### src/rtl/button_gesture_decoder.sv
// Button gesture decoder: turns debounced press/release events into
// single-click, double-click, long-press and auto-repeat pulses.
// Event inputs are one-cycle pulses. All pulse outputs are registered,
// so each pulse appears one cycle after the condition that qualifies it.
module button_gesture_decoder #(
    parameter int CNT_WIDTH     = 26,
    parameter int DBL_WINDOW    = 25000000,
    parameter int LONG_CYCLES   = 50000000,
    parameter int REPEAT_CYCLES = 10000000
) (
    input  logic       clk,
    input  logic       arst_n,
    input  logic       sw_state_i,
    input  logic       sw_down_i,
    input  logic       sw_up_i,
    output logic       click_o,
    output logic       dbl_click_o,
    output logic       long_o,
    output logic       repeat_o,
    output logic [2:0] state_o
);

    typedef enum logic [2:0] {
        IDLE   = 3'd0,
        PRESS1 = 3'd1,
        WAIT2  = 3'd2,
        PRESS2 = 3'd3,
        LONG   = 3'd4
    } state_t;

    // Terminal counts: the counter value on the last cycle of each interval.
    localparam logic [CNT_WIDTH-1:0] DBL_LAST  = CNT_WIDTH'(DBL_WINDOW - 1);
    localparam logic [CNT_WIDTH-1:0] LONG_LAST = CNT_WIDTH'(LONG_CYCLES - 1);
    localparam logic [CNT_WIDTH-1:0] REP_LAST  = CNT_WIDTH'(REPEAT_CYCLES - 1);
    localparam logic [CNT_WIDTH-1:0] CNT_ONE   = CNT_WIDTH'(1);
    localparam longint CNT_LIMIT = longint'(1) << CNT_WIDTH;

    // Every interval must be at least 2 cycles and fit in the counter.
    if (DBL_WINDOW < 2 || longint'(DBL_WINDOW) >= CNT_LIMIT ||
        LONG_CYCLES < 2 || longint'(LONG_CYCLES) >= CNT_LIMIT ||
        REPEAT_CYCLES < 2 || longint'(REPEAT_CYCLES) >= CNT_LIMIT) begin : g_param_check
        $error("button_gesture_decoder: timing parameters out of range for CNT_WIDTH");
    end

    state_t               state_q, state_d;
    logic [CNT_WIDTH-1:0] cnt_q, cnt_d;
    logic                 click_q, click_d;
    logic                 dbl_q, dbl_d;
    logic                 long_q, long_d;
    logic                 rep_q, rep_d;
    logic                 release_c;
    logic                 down_c;
    logic                 wrap_c;

    // Next-state, counter and pulse decode. Release beats a coincident press;
    // a dropped level while held counts as a release in case sw_up_i was lost.
    always_comb begin
        state_d   = state_q;
        click_d   = 1'b0;
        dbl_d     = 1'b0;
        long_d    = 1'b0;
        rep_d     = 1'b0;
        wrap_c    = 1'b0;
        release_c = sw_up_i |
                    (~sw_state_i & ((state_q == PRESS1) || (state_q == PRESS2) ||
                                    (state_q == LONG)));
        down_c    = sw_down_i & ~release_c;

        case (state_q)
            IDLE: begin
                if (down_c) state_d = PRESS1;
            end
            PRESS1: begin
                if (release_c) begin
                    state_d = WAIT2;
                end else if (cnt_q == LONG_LAST) begin
                    state_d = LONG;
                    long_d  = 1'b1;
                end
            end
            WAIT2: begin
                if (down_c) begin
                    state_d = PRESS2;
                end else if (cnt_q == DBL_LAST) begin
                    state_d = IDLE;
                    click_d = 1'b1;
                end
            end
            PRESS2: begin
                if (release_c) begin
                    state_d = IDLE;
                    dbl_d   = 1'b1;
                end
            end
            LONG: begin
                if (release_c) begin
                    state_d = IDLE;
                end else if (cnt_q == REP_LAST) begin
                    rep_d  = 1'b1;
                    wrap_c = 1'b1;
                end
            end
            default: state_d = IDLE;
        endcase

        if ((state_d != state_q) || wrap_c) begin
            cnt_d = '0;
        end else if (cnt_q != '1) begin
            cnt_d = cnt_q + CNT_ONE;
        end else begin
            cnt_d = cnt_q;
        end
    end

    // State, counter and registered pulse outputs.
    always_ff @(posedge clk or negedge arst_n) begin
        if (!arst_n) begin
            state_q <= IDLE;
            cnt_q   <= '0;
            click_q <= 1'b0;
            dbl_q   <= 1'b0;
            long_q  <= 1'b0;
            rep_q   <= 1'b0;
        end else begin
            state_q <= state_d;
            cnt_q   <= cnt_d;
            click_q <= click_d;
            dbl_q   <= dbl_d;
            long_q  <= long_d;
            rep_q   <= rep_d;
        end
    end

    assign click_o     = click_q;
    assign dbl_click_o = dbl_q;
    assign long_o      = long_q;
    assign repeat_o    = rep_q;
    assign state_o     = state_q;

endmodule

### config.mk
export PLATFORM = sky130hd
export DESIGN_NAME = button_gesture_decoder
export DESIGN_NICKNAME = d
export VERILOG_FILES = /design/src/rtl/button_gesture_decoder.sv
export SDC_FILE = /design/constraint.sdc
export NUM_CORES = 1
export LEC_CHECK = 0
export CAP_MARGIN = 20
export CORE_MARGIN = 5
export CORE_UTILIZATION = 64
export DETAILED_ROUTE_END_ITERATION = 6
export GPL_ROUTABILITY_DRIVEN = 0
export MAX_ROUTING_LAYER = met4
export PLACE_DENSITY = 0.84
export SETUP_SLACK_MARGIN = 0.5
export SLEW_MARGIN = 25
export SYNTH_ARGS = -nofsm -noshare
export SYNTH_HDL_FRONTEND = slang
export SYNTH_SLANG_ARGS = --single-unit
### constraint.sdc
create_clock -name clk -period 4.32 [get_ports clk]
set_clock_uncertainty 0.1 [all_clocks]
set_input_delay 0.432 -clock clk [delete_from_list [all_inputs] [get_ports clk]]
set_output_delay 0.432 -clock clk [all_outputs]
set_load 0.01 [all_outputs]
# Yosys cells after proc, flatten, opt, wreduce, memory -nomap -nowiden
# Index checks and enable logic that the tools add are counted.
[totals]
reg_bits = 33
input_bits = 5
output_inout_bits = 7
[op_classes]
add_sub_neg = 1
n_eq_ne = 9
n_mux = 20
bitwise_logic = 5
n_reduce_logical = 6
[ops]
columns = ["cell", "n"]
rows = [
  ["$mux 26", 2],
  ["$add 26x1->26 const B", 1],
  ["$eq 26x24->1 const B", 1],
  ["$eq 26x25->1 const B", 1],
  ["$eq 26x26->1 const B", 1],
  ["$ne 26x26->1 const B", 1],
  ["$mux 3", 6],
  ["$pmux 3 s4", 1],
  ["$mux 1", 11],
  ["$eq 3x2->1 const B", 2],
  ["$eq 3x1->1 const B", 1],
  ["$eq 3x3->1 const B", 1],
  ["$logic_not 3->1", 1],
  ["$logic_or 1x1->1", 3],
  ["$ne 3x3->1", 1],
  ["$and 1x1->1", 2],
  ["$not 1->1", 2],
  ["$reduce_bool 2->1", 1],
  ["$reduce_or 2->1", 1],
  ["$or 1x1->1", 1],
]

# Longest topological paths before layout
# Gate-level depths: netlist of run 1.
[logic_depth]
depth_word = 12
ltp_mapped = 7
ltp_nobuf = 6

# Worst setup path before layout of run 1
# OpenSTA, ideal clock, no wires.
[synth_timing]
path_type = "register to register"
startpoint = "register cnt_q[0]"
endpoint = "register cnt_q[6]"
setup_ns = 0.120
arrival_time_ns = 1.949
t_required_ns = 4.100
path_slack_ns = 2.151
path_stages_with_launch = 7
n_path_buf = 0
period_less_slack_ns = 2.169
path_cell_list = "dfrtp_1 ha_1 nand2_4 or4_4 o311ai_0 xor2_1 nor3_2"
[synth_via]
elab_chain_cells = 7
elab_cells_between_ends = 18
cone_classes = "1 x add/sub; 5 x eq/ne; 10 x mux; 2 x reduce/logical"
[synth_rtl]
columns = ["element", "line", "text"]
rows = [
  ["from (decl)", "46", "logic [CNT_WIDTH-1:0] cnt_q, cnt_d;"],
  ["from (signal assigned)", "126", "cnt_q <= cnt_d;"],
  ["$eq 26x25->1 / $eq 26x26->1 (equally long branches)", "84, 76", ""],
  ["$mux 3 (on tied branches)", "84, 76", ""],
  ["$mux 3 (on tied branches)", "82, 74", ""],
  ["$pmux 3 s4", "69", "case (state_q)"],
  ["$ne 3x3->1", "106", "if ((state_d != state_q) || wrap_c) begin"],
  ["$logic_or 1x1->1", "106", ""],
  ["$mux 26 / $reduce_bool 2->1 (equally long branches)", "-", ""],
]
# Several ways; a longest one is shown, not always the timed one. The select of a mux whose other input is x is not followed.
# A chain may end at the register's enable or synchronous reset.

# Worst setup path after layout of run 1
[layout_timing]
startpoint = "register cnt_q[0]"
endpoint = "register cnt_q[13]"
# Same word-level chain as after synthesis.

==> results of run 1 <==
path summary, 6_finish.rpt:
path                                          to             startpoint  cells past startpoint
max                        cnt_q[13]$_DFFE_PN0P_   cnt_q[0]$_DFFE_PN0P_                      6
min                         cnt_q[5]$_DFFE_PN0P_                 arst_n                      2
max reg2reg                cnt_q[13]$_DFFE_PN0P_   cnt_q[0]$_DFFE_PN0P_                      6
min reg2reg                cnt_q[19]$_DFFE_PN0P_  cnt_q[19]$_DFFE_PN0P_                      2
max in group asynchronous  cnt_q[14]$_DFFE_PN0P_                 arst_n                      2
min in group clk           cnt_q[19]$_DFFE_PN0P_  cnt_q[19]$_DFFE_PN0P_                      2
routing by layer:
layer  part of all wire  track usage
met1               0.43        0.302
met2               0.48        0.322
met3              0.076       0.0464
met4              0.013       0.0681
met5                  0            -
kinds of logic after synthesis:
family,count (synthesis)
AOI/OAI and AO/OA,32
xor gates and xnor gates,25
adders and majority gates,1
buffers and inverters,21
DFF,33
muxes,2
and+or+nand+nor,116
final cells by class:
cell class	count	area [sq um]
Timing Repair Buffer	13	125
Sequential cell	33	826
Fill cell	253	993
Inverter	3	11.3
Multi-Input combinational cell	176	1320
Clock buffer	7	55.1
Tap cell	46	57.6
cell usage after synthesis, drive strengths merged, types with 2 or more instances:
library cell and n:
nand4 8, nor2 18, o311ai 2, mux2i 2, a311oi 5, and2 2, o2111ai 2, or4 5
nand2 14, o21ai 3, nor4 8, nor3b 2, a21oi 3, a31oi 4, or3 2, a211oi 2
a2111oi 2, or3b 2, nand4b 2, nor4bb 3, nand3 12, nor2b 3, o31ai 6, inv 3
xnor2 17, nor3 22, xor2 8, buf 15, dfrtp 33, and4 3, and3 4, or2 2
clkbuf 3, nand2b 2
worst register-to-register path, stage by stage (launching register included):
cell	delay [ps]
dfrtp_1	440
ha_1	370
nand2_4	140
or4_4	660
o311ai_0	470
xor2_1	210
nor3_1	60
state kept, by name, summed over array words and instances, names as in the netlist:
signal / cells
cnt_q: 26
state_o: 3
click_o: 1
dbl_click_o: 1
long_o: 1
repeat_o: 1
where the power goes:
| group | internal [uW] | total [uW] | switching [uW] |
|---|---|---|---|
| Sequential | 325 | 354 | 28.8 |
| Combinational | 46.7 | 109 | 62.7 |
| Clock | 76.8 | 180 | 104 |
| Total | 448 | 643 | 195 |
metrics by stage:
step	area [sq um]	worst slack (ps)	total power (uW)	hold WS (ps)
floorplan	2280	2150	437	36.4
finish	2400	1720	643	373
global route	2400	1540	677	431
global placement	2340	1720	465	489
detailed placement	2340	1600	470	497
CTS	2400	1700	651	380
==> results.md, run 1 <==
- CTS H-tree depth: 2
- Synth area leader: dfrtp_1
- Post-CTS sizing: 0
- Slowest CP cell: or4_4
- Non-Filler Instances: 278
- Post-synthesis mux area share: 0.00877
- Inserted Diodes: 0
- Kind of start point of the critical path: flip-flop
- Synth Area in Compound Gates: 0.123
- Worst path arrival time: 2690 ps
- Synth Register Bits: 33
- Worst-margin pin slew: 853 ps
- Clock Path Buffers: 2
- Number of global-route vias before repair: 1677
- Cell breakdown of the critical path: ha_1 > nand2_4 > or4_4 > o311ai_0 > xor2_1 > nor3_1
- Detailed Routing Iterations Pass 1: 4
- DR WL/cell: 17.3 um
- Peak supply drop: 0.000266 V
- CTS tree: done
- Static leakage: 0.000896 uW
- Flop2flop setup slack: 1720 ps
- Mapped Area: 2280 sq um
- I/O Buffers: 11
- Crit Path Max Fanout: 12
- Main combinational cell family by area after synthesis: simple AND/OR/NAND/NOR gates
- # IOs: 12
- Post-DRT Antenna Nets: 0
- Grt ovf: 0
- Outcome: completed
- CTS root buf: clkbuf_4
- CTS Buf Count: 5
- Final HPWL DP: 3360 um
- Fmax achieved: 385 MHz
- NumNets Final: 238
- XOR/XNOR Fraction of Synth Area: 0.0959
- Post-Synthesis Cells: 230
- Synth warnings: 0
- Rows: 21
- Vias: 1812
- Share of cells above drive strength 1: 0.159
- Synth top area share: 0.362
- CP max stage delay: 660 ps
- Worst skew pair latency: 340 ps
- Setup_tns: 0 ps
- Final Slew Violations: 0
- DIE AREA: 4860 sq um
- Largest net degree at the start of global routing: 34
- DRT Wirelength: 4820 um
- Post-synth EDFFs: 0
- Clk sinks: 33
- Most common cell after layout, fill and taps aside: dfrtp_1
- Final Hold Viols: 0
- Ys flop type: dfrtp_1
- Initial Utilization: 0.673
- Ys async rst share: 1.00
- Final Setup Violations: 0
- Maxcap violations: 0
- Adder-Cell Fraction of Synth Area: 0.00548
- Iter 0 DRT Violations: 219
- Initial antenna violation count: 0
- Fin crit share: 0.601
- Post-CTS Setup Inserts: 0
- Synth unique cells: 52
- Crit. End Element: flip-flop
- First-pass GRT wire length: 8470 um
- Overall global routing resource usage: 0.219
- Avg Cell Area, Syn: 9.92 sq um
- DIE WIDTH: 69.7 um
- Setup CP Type: reg -> reg
- Vias per cell: 6.52
- Area Overhead vs Synth: 4.99%
- RSZ-0062 raised after global routing: no
- Clock slew at reported path FFs: 100 ps
- Core Util, Final: 0.707
- Worst endpoint required time: 4410 ps
- Minimum clock period: 2600 ps
- Worst path bufs/invs: 0
- Die height: 69.7 um
- Core Footprint: 3390 sq um
- Hold Path Class: in -> async
- Commonest cells after routing, fill and taps aside: dfrtp_1 (33), nor2_1 (17), xnor2_1 (17)
- Post-Place Cells: 271
- Top area cells in the synthesized netlist: dfrtp_1 (36%), xnor2_1 (6.5%), nor3_2 (4.4%), xor2_1 (3.1%), nor2_1 (3.0%)
- Hold buffer count at cts: 0
- # DRC: 0
- Syn nets: 236
- Post-Synth Simple-Gate Area: 0.345
- PD cells: 268 nW/um^2
- Seq/Total Area, Yosys: 0.362
- Slew HR: 0.429
- Crit path max-delay family: simple AND/OR/NAND/NOR gates
Note: power is estimated with default switching activity, not from simulation.
==> run 2, diff against run 1 <==
--- a/config.mk
+++ b/config.mk
@@ -7,11 +7,11 @@
 export LEC_CHECK = 0
 export CAP_MARGIN = 20
 export CORE_MARGIN = 5
-export CORE_UTILIZATION = 64
+export CORE_UTILIZATION = 54
 export DETAILED_ROUTE_END_ITERATION = 6
 export GPL_ROUTABILITY_DRIVEN = 0
 export MAX_ROUTING_LAYER = met4
-export PLACE_DENSITY = 0.84
+export PLACE_DENSITY = 0.76
 export SETUP_SLACK_MARGIN = 0.5
 export SLEW_MARGIN = 25
 export SYNTH_ARGS = -nofsm -noshare
==> constraint.sdc (replaced) <==
create_clock -name clk -period 2.25 [get_ports clk]
set_clock_uncertainty 0.1 [all_clocks]
set_input_delay 0.225 -clock clk [delete_from_list [all_inputs] [get_ports clk]]
set_output_delay 0.225 -clock clk [all_outputs]
set_load 0.01 [all_outputs]
==> run 2 against run 1 <==
Net effect: power is 130% higher; core utilization grew 5.0 points; critical path depth unchanged; critical path type unchanged.
==> results.md, run 2 (same netlist as run 1, synthesis figures left out) <==
- I/O Buffers: 11 (unchanged)
- Slew HR: 0.709 (+0.280)
- Crit path max-delay family: simple AND/OR/NAND/NOR gates
- Final Slew Violations: 0 (unchanged)
- Most common cell after layout, fill and taps aside: buf_4
- Fin crit share: 0.940 (+0.339)
- Overall global routing resource usage: 0.243 (+0.0243)
- Cell breakdown of the critical path: or4_4 > nor4_4 > a21oi_2 > o211ai_4 > clkbuf_16 > nor3_2
- Kind of start point of the critical path: flip-flop
- CTS H-tree depth: 2 (unchanged)
- Clock power frac: 0.294 (+0.014)
- Minimum clock period: 2120 ps (-480 ps)
- Worst path arrival time: 2200 ps (-490 ps)
- Non-Filler Instances: 329 (+18%)
- Inserted Diodes: 0 (unchanged)
- Sequential Power Share: 0.452 (-0.098)
- Pre-CTS WS: 30.6 ps (-1570 ps)
- # DRC: 0 (unchanged)
- Clk sinks: 33 (unchanged)
- Number of global-route vias before repair: 1994 (+19%)
- CTS tree: done
- Internal Pwr Total: 1030 uW (+130%)
- Hold Path Class: in -> async
- Detailed Routing Iterations Pass 1: 4 (unchanged)
- Final Hold Viols: 0 (unchanged)
- Sw Share: 0.310 (+0.00719)
- Final Setup Violations: 0 (unchanged)
- Core Util, Final: 0.757 (+0.0504)
- Peak supply drop: 0.000288 V (+8.6%)
- PD cells: 484 nW/um^2 (+80%)
- Sequential Area: 837 sq um (+1.4%)
- Die height: 75.0 um (+7.6%)
- CP max stage delay: 560 ps (-100 ps)
- Core Footprint: 4060 sq um (+20%)
- Clock slew at reported path FFs: 70 ps (-30 ps)
- First-pass GRT wire length: 9920 um (+17%)
- Worst path bufs/invs: 1 (+1)
- Crit Path Max Fanout: 7 (-5)
- Area Overhead vs Synth: 34.6%
- Share of cells above drive strength 1: 0.437 (+0.278)
- Post-Place Cells: 302 (+11%)
- NumNets Final: 284 (+19%)
- DIE AREA: 5630 sq um (+16%)
- Setup CP Type: reg -> reg
- CTS root buf: clkbuf_8
- Worst-margin pin slew: 436 ps (-417 ps)
- Worst skew pair latency: 290 ps (-50 ps)
- Grt ovf: 0 (unchanged)
- DR WL/cell: 20.4 um (+18%)
- Sw power: 462 uW (+140%)
- Initial Utilization: 0.562 (-0.111)
- Final HPWL DP: 4010 um (+19%)
- FILL cells: 262 (+3.6%)
- Initial antenna violation count: 0 (unchanged)
- Iter 0 DRT Violations: 193 (-12%)
- DRT Wirelength: 6730 um (+40%)
- Multi-input combinational cell area: 1530 sq um (+16%)
- Vias per cell: 6.43 (-1.3%)
- Largest net degree at the start of global routing: 34 (unchanged)
- Post-DRT Antenna Nets: 0 (unchanged)
- # IOs: 12 (unchanged)
- Clock Path Buffers: 2 (unchanged)
- Fmax achieved: 473 MHz (+23%)
- Vias: 2116 (+17%)
- Reg with most FFs: cnt_q
- Max FFs per register: 26 (unchanged)
- RSZ-0062 raised after global routing: yes
- Maxcap violations: 0 (unchanged)
- DIE WIDTH: 75.0 um (+7.6%)
- Commonest cells after routing, fill and taps aside: buf_4 (40), dfrtp_1 (24), xnor2_1 (17)
- Gate power share: 0.253 (+0.083)
- Crit. End Element: flip-flop
- Rows: 23 (+9.5%)
- Outcome: completed
- Final worst setup slack: 134 ps (-1590 ps)
- Worst endpoint required time: 2330 ps (-2080 ps)
- CTS Buf Count: 5 (unchanged)
- Setup_tns: 0 ps (unchanged)
- Static leakage: 0.00120 uW (+33%)
- Slowest CP cell: or4_4
==> run 2: cell count changes in the layout (fill, tap and decap cells not counted), sizes merged <==
| cell | change |
|---|---|
| buf | +44 |
| clkbuf | +1 |
| clkdlybuf4s50 | -2 |
| clkinv | +2 |
| dlymetal6s2s | +2 |
==> run 2: power groups by stage <==
stage	Sequential (uW)	Combinational, uW	Clock [uW]
after CTS	674	324	446
final	673	377	438
after global placement	674	310	0
after detailed placement	680	319	0
after floorplan	676	187	0
after global routing	675	409	471
==> run 2: layout make-up <==
type | count | area share
clock buffers | 6 | 0.0236
clock inverters | 2 | 0.00326
inverters | 3 | 0.00366
multi-input cells | 176 | 0.498
flip-flops and latches | 33 | 0.272
well taps | 50 | 0.0204
repair buffers | 59 | 0.179
==> run 2: final timing paths <==
| kind | from | end | slack (ps) | depth (start not counted) |
|---|---|---|---|---|
| setup / recovery | cnt_q[8]$_DFFE_PN0P_ | cnt_q[0]$_DFFE_PN0P_ | 130 | 6 |
| hold / removal | arst_n | cnt_q[4]$_DFFE_PN0P_ | 240 | 2 |
| setup reg to reg | cnt_q[8]$_DFFE_PN0P_ | cnt_q[0]$_DFFE_PN0P_ | 130 | 6 |
| hold reg to reg | state_o[2]$_DFF_PN0_ | state_o[1]$_DFF_PN0_ | 490 | 2 |
| max in group asynchronous | arst_n | cnt_q[20]$_DFFE_PN0P_ | 1470 | 2 |
| min in group clk | state_o[2]$_DFF_PN0_ | state_o[1]$_DFF_PN0_ | 490 | 2 |
==> run 2: routing by layer <==
layer  up-vias  GRT usage  routed length, um
li1        956          -                  -
met1      1027      0.309               2820
met2       102      0.385               3170
met3        31     0.0454                502
met4         0     0.0909                238
met5         -          -                  0
==> run 2: metrics by stage <==
stage	power [uW]	cell area [sq um]	hold WS [ps]
CTS	1440	2840	253
floorplan	863	2380	-171
global placement	984	2660	467
global route	1550	3070	273
finish	1490	3070	236
detailed placement	998	2660	483
==> run 2: what timing repair did <==
action | 4_1_cts | 5_1_grt
gates cloned | 0 | 3
hold buffers | 0 | 0
endpoints found under the setup margin | 31 | 33
pin swaps | 3 | 10
endpoints found under the hold margin | 0 | 0
resized for setup | 8 | 33
setup buffers | 10 | 6
==> run 3, diff against run 2 <==
--- a/config.mk
+++ b/config.mk
@@ -7,11 +7,10 @@
 export LEC_CHECK = 0
 export CAP_MARGIN = 20
 export CORE_MARGIN = 5
-export CORE_UTILIZATION = 54
+export CORE_UTILIZATION = 30
 export DETAILED_ROUTE_END_ITERATION = 6
 export GPL_ROUTABILITY_DRIVEN = 0
 export MAX_ROUTING_LAYER = met4
-export PLACE_DENSITY = 0.76
 export SETUP_SLACK_MARGIN = 0.5
 export SLEW_MARGIN = 25
 export SYNTH_ARGS = -nofsm -noshare
==> run 3 against run 2 <==
Net effect: non-clock buffer count shrank 2; sequential power up 1%; via count fell by 4.4%; final area rose by 3.1%; core utilization decreased by 32 points; clock power rose by 2%; combinational power shrank 4%; sequential share of layout area is 0.71 points lower; first-iteration DRC count decreased by 34%; fmax increased by 0.33%; critical path type unchanged; largest power group unchanged; highest routed layer unchanged.
==> results.md, run 3 (same netlist as run 1, synthesis figures left out) <==
- CP max stage delay: 450 ps (-110 ps)
- Max FFs per register: 26 (unchanged)
- Die height: 97.2 um (+30%)
- Detailed Routing Iterations Pass 1: 4 (unchanged)
- First-pass GRT wire length: 10500 um (+5.7%)
- Slew HR: 0.709 (about the same)
- Commonest cells after routing, fill and taps aside: buf_4 (36), dfrtp_1 (21), xnor2_1 (17)
- Clk sinks: 33 (unchanged)
- Reg with most FFs: cnt_q
- Area Overhead vs Synth: 38.9%
- I/O Buffers: 11 (unchanged)
- CTS root buf: clkbuf_8
- Crit path max-delay family: simple AND/OR/NAND/NOR gates
- RSZ-0062 raised after global routing: yes
- Final Slew Violations: 0 (unchanged)
- Minimum clock period: 2110 ps (-6.95 ps)
- R2r startpoint: cnt_q[8]$_DFFE_PN0P_
- Maxcap violations: 0 (unchanged)
- PD cells: 470 nW/um^2 (-3.0%)
- Cell count along the critical path: 9 (+3)
- DIE WIDTH: 97.2 um (+30%)
- Peak supply drop: 0.000333 V (+15%)
- Post-DRT Antenna Nets: 0 (unchanged)
- CTS tree: done
- Inserted Diodes: 0 (unchanged)
- Worst path bufs/invs: 4 (+3)
- Static leakage: 0.00118 uW (-1.6%)
- CTS H-tree depth: 2 (unchanged)
- Final Hold Viols: 0 (unchanged)
- Worst-margin pin slew: 436 ps (+0.191 ps)
- Fin crit share: 0.937 (-0.00309)
- Worst skew pair latency: 290 ps (about the same)
- Grt ovf: 0 (unchanged)
- Hold Path Class: in -> async
- Initial Utilization: 0.311 (-0.251)
- Clock slew at reported path FFs: 70 ps (about the same)
- Final HPWL DP: 3840 um (-4.2%)
- Largest net degree at the start of global routing: 34 (unchanged)
- Worst endpoint required time: 2320 ps (about the same)
- Fmax achieved: 474 MHz (+0.33%)
- Vias per cell: 5.36 (-17%)
- Overall global routing resource usage: 0.138 (-0.105)
- CTS Buf Count: 5 (unchanged)
- NumNets Final: 283 (-0.35%)
- Rows: 31 (+35%)
- Final Setup Violations: 0 (unchanged)
- Vias: 2022 (-4.4%)
- DRT Wirelength: 6400 um (-4.8%)
- Cell breakdown of the critical path: buf_6 > buf_6 > nor4_4 > nand3_2 > nor4_4 > o311a_4 > buf_12 > buf_16 > nor3_2
- Most common cell after layout, fill and taps aside: buf_4
- # IOs: 12 (unchanged)
- Crit. End Element: flip-flop
- Initial antenna violation count: 0 (unchanged)
- Worst path arrival time: 2180 ps (-20 ps)
- Kind of start point of the critical path: flip-flop
- FILL cells: 696 (+170%)
- Setup_tns: 0 ps (unchanged)
- Core Util, Final: 0.432 (-0.325)
- Core Footprint: 7330 sq um (+81%)
- Clock Path Buffers: 2 (unchanged)
- Iter 0 DRT Violations: 127 (-34%)
- Number of global-route vias before repair: 2049 (+2.8%)
- Hold buffer count at cts: 0 (unchanged)
- # DRC: 0 (unchanged)
- Setup CP Type: reg -> reg
- FF-to-FF path depth: 9 (+3)
- Share of cells above drive strength 1: 0.442 (+0.00517)
- Setup crit start: cnt_q[8]$_DFFE_PN0P_
- Slowest CP cell: dfrtp_2
- DIE AREA: 9450 sq um (+68%)
- DR WL/cell: 17.0 um (-17%)
- Outcome: completed
- Crit Path Max Fanout: 8 (+1)
==> run 3: changes by cell type in the layout (fill, tap and decap cells not counted), moves of 2 or more <==
cell	change
a311oi_1	-2
a211oi_2	-2
a311oi_2	+2
nor4_1	-2
buf_4	-4
a211oi_1	+2
nor4_4	+2
dfrtp_1	-3
clkdlybuf4s50_1	+2
dlymetal6s2s_1	-2
dfrtp_2	+3
==> run 3: repair_timing <==
| action | in CTS | in global routing |
|---|---|---|
| cloned | 2 | 2 |
| pin swaps | 15 | 6 |
| setup buffers | 18 | 1 |
| resized for setup | 29 | 17 |
| setup endpoints to repair | 31 | 32 |
| hold endpoints to repair | 0 | 0 |
==> run 3: per-stage QoR <==
step,setup WS (ps),instances,hold slack (ps),area (sq um),total power [uW]
3_3_place_gp,92.5,346,489,2680,973
6_report,141,377,244,3170,1490
5_1_grt,52.3,377,297,3170,1560
2_1_floorplan,205,230,-171,2380,863
3_5_place_dp,78.6,346,499,2680,985
4_1_cts,159,374,273,3050,1460
==> run 3: area by class of cell <==
| class | instances | area (sq um) | area share |
|---|---|---|---|
| Clock buffer | 6 | 72.6 | 0.0229 |
| Clock inverter | 2 | 10.0 | 0.00316 |
| Inverter | 3 | 11.3 | 0.00355 |
| Multi-Input combinational cell | 177 | 1560 | 0.493 |
| Sequential cell | 33 | 841 | 0.265 |
| Tap cell | 99 | 124 | 0.0391 |
| Timing Repair Buffer | 57 | 549 | 0.173 |
==> run 3: power breakdown <==
| part | internal [uW] | switching, uW |
|---|---|---|
| logic | 182 | 180 |
| clock network | 215 | 232 |
| registers | 627 | 52.6 |
==> run 3: worst paths after layout <==
check / slack [ps] / endpoint
worst max-delay path: 140 / cnt_q[22]$_DFFE_PN0P_
worst min-delay path: 240 / repeat_o$_DFF_PN0_
worst max register to register: 140 / cnt_q[22]$_DFFE_PN0P_
worst min register to register: 520 / state_o[1]$_DFF_PN0_
max in group asynchronous: 1460 / cnt_q[13]$_DFFE_PN0P_
min in group clk: 520 / state_o[1]$_DFF_PN0_
==> run 3: worst register-to-register path: stages, from the launching register on <==
cell and delay, ps:
dfrtp_2 450, buf_6 130, buf_6 120, nor4_4 250, nand3_2 120, nor4_4 300
o311a_4 250, buf_12 120, buf_16 130, nor3_2 40
==> run 3: per-layer routing <==
| metal | routed length, um | global-route usage |
|---|---|---|
| met4 | 38 | 0.0341 |
| met5 | 0 | - |
| met1 | 2860 | 0.182 |
| met2 | 3230 | 0.218 |
| met3 | 275 | 0.0273 |
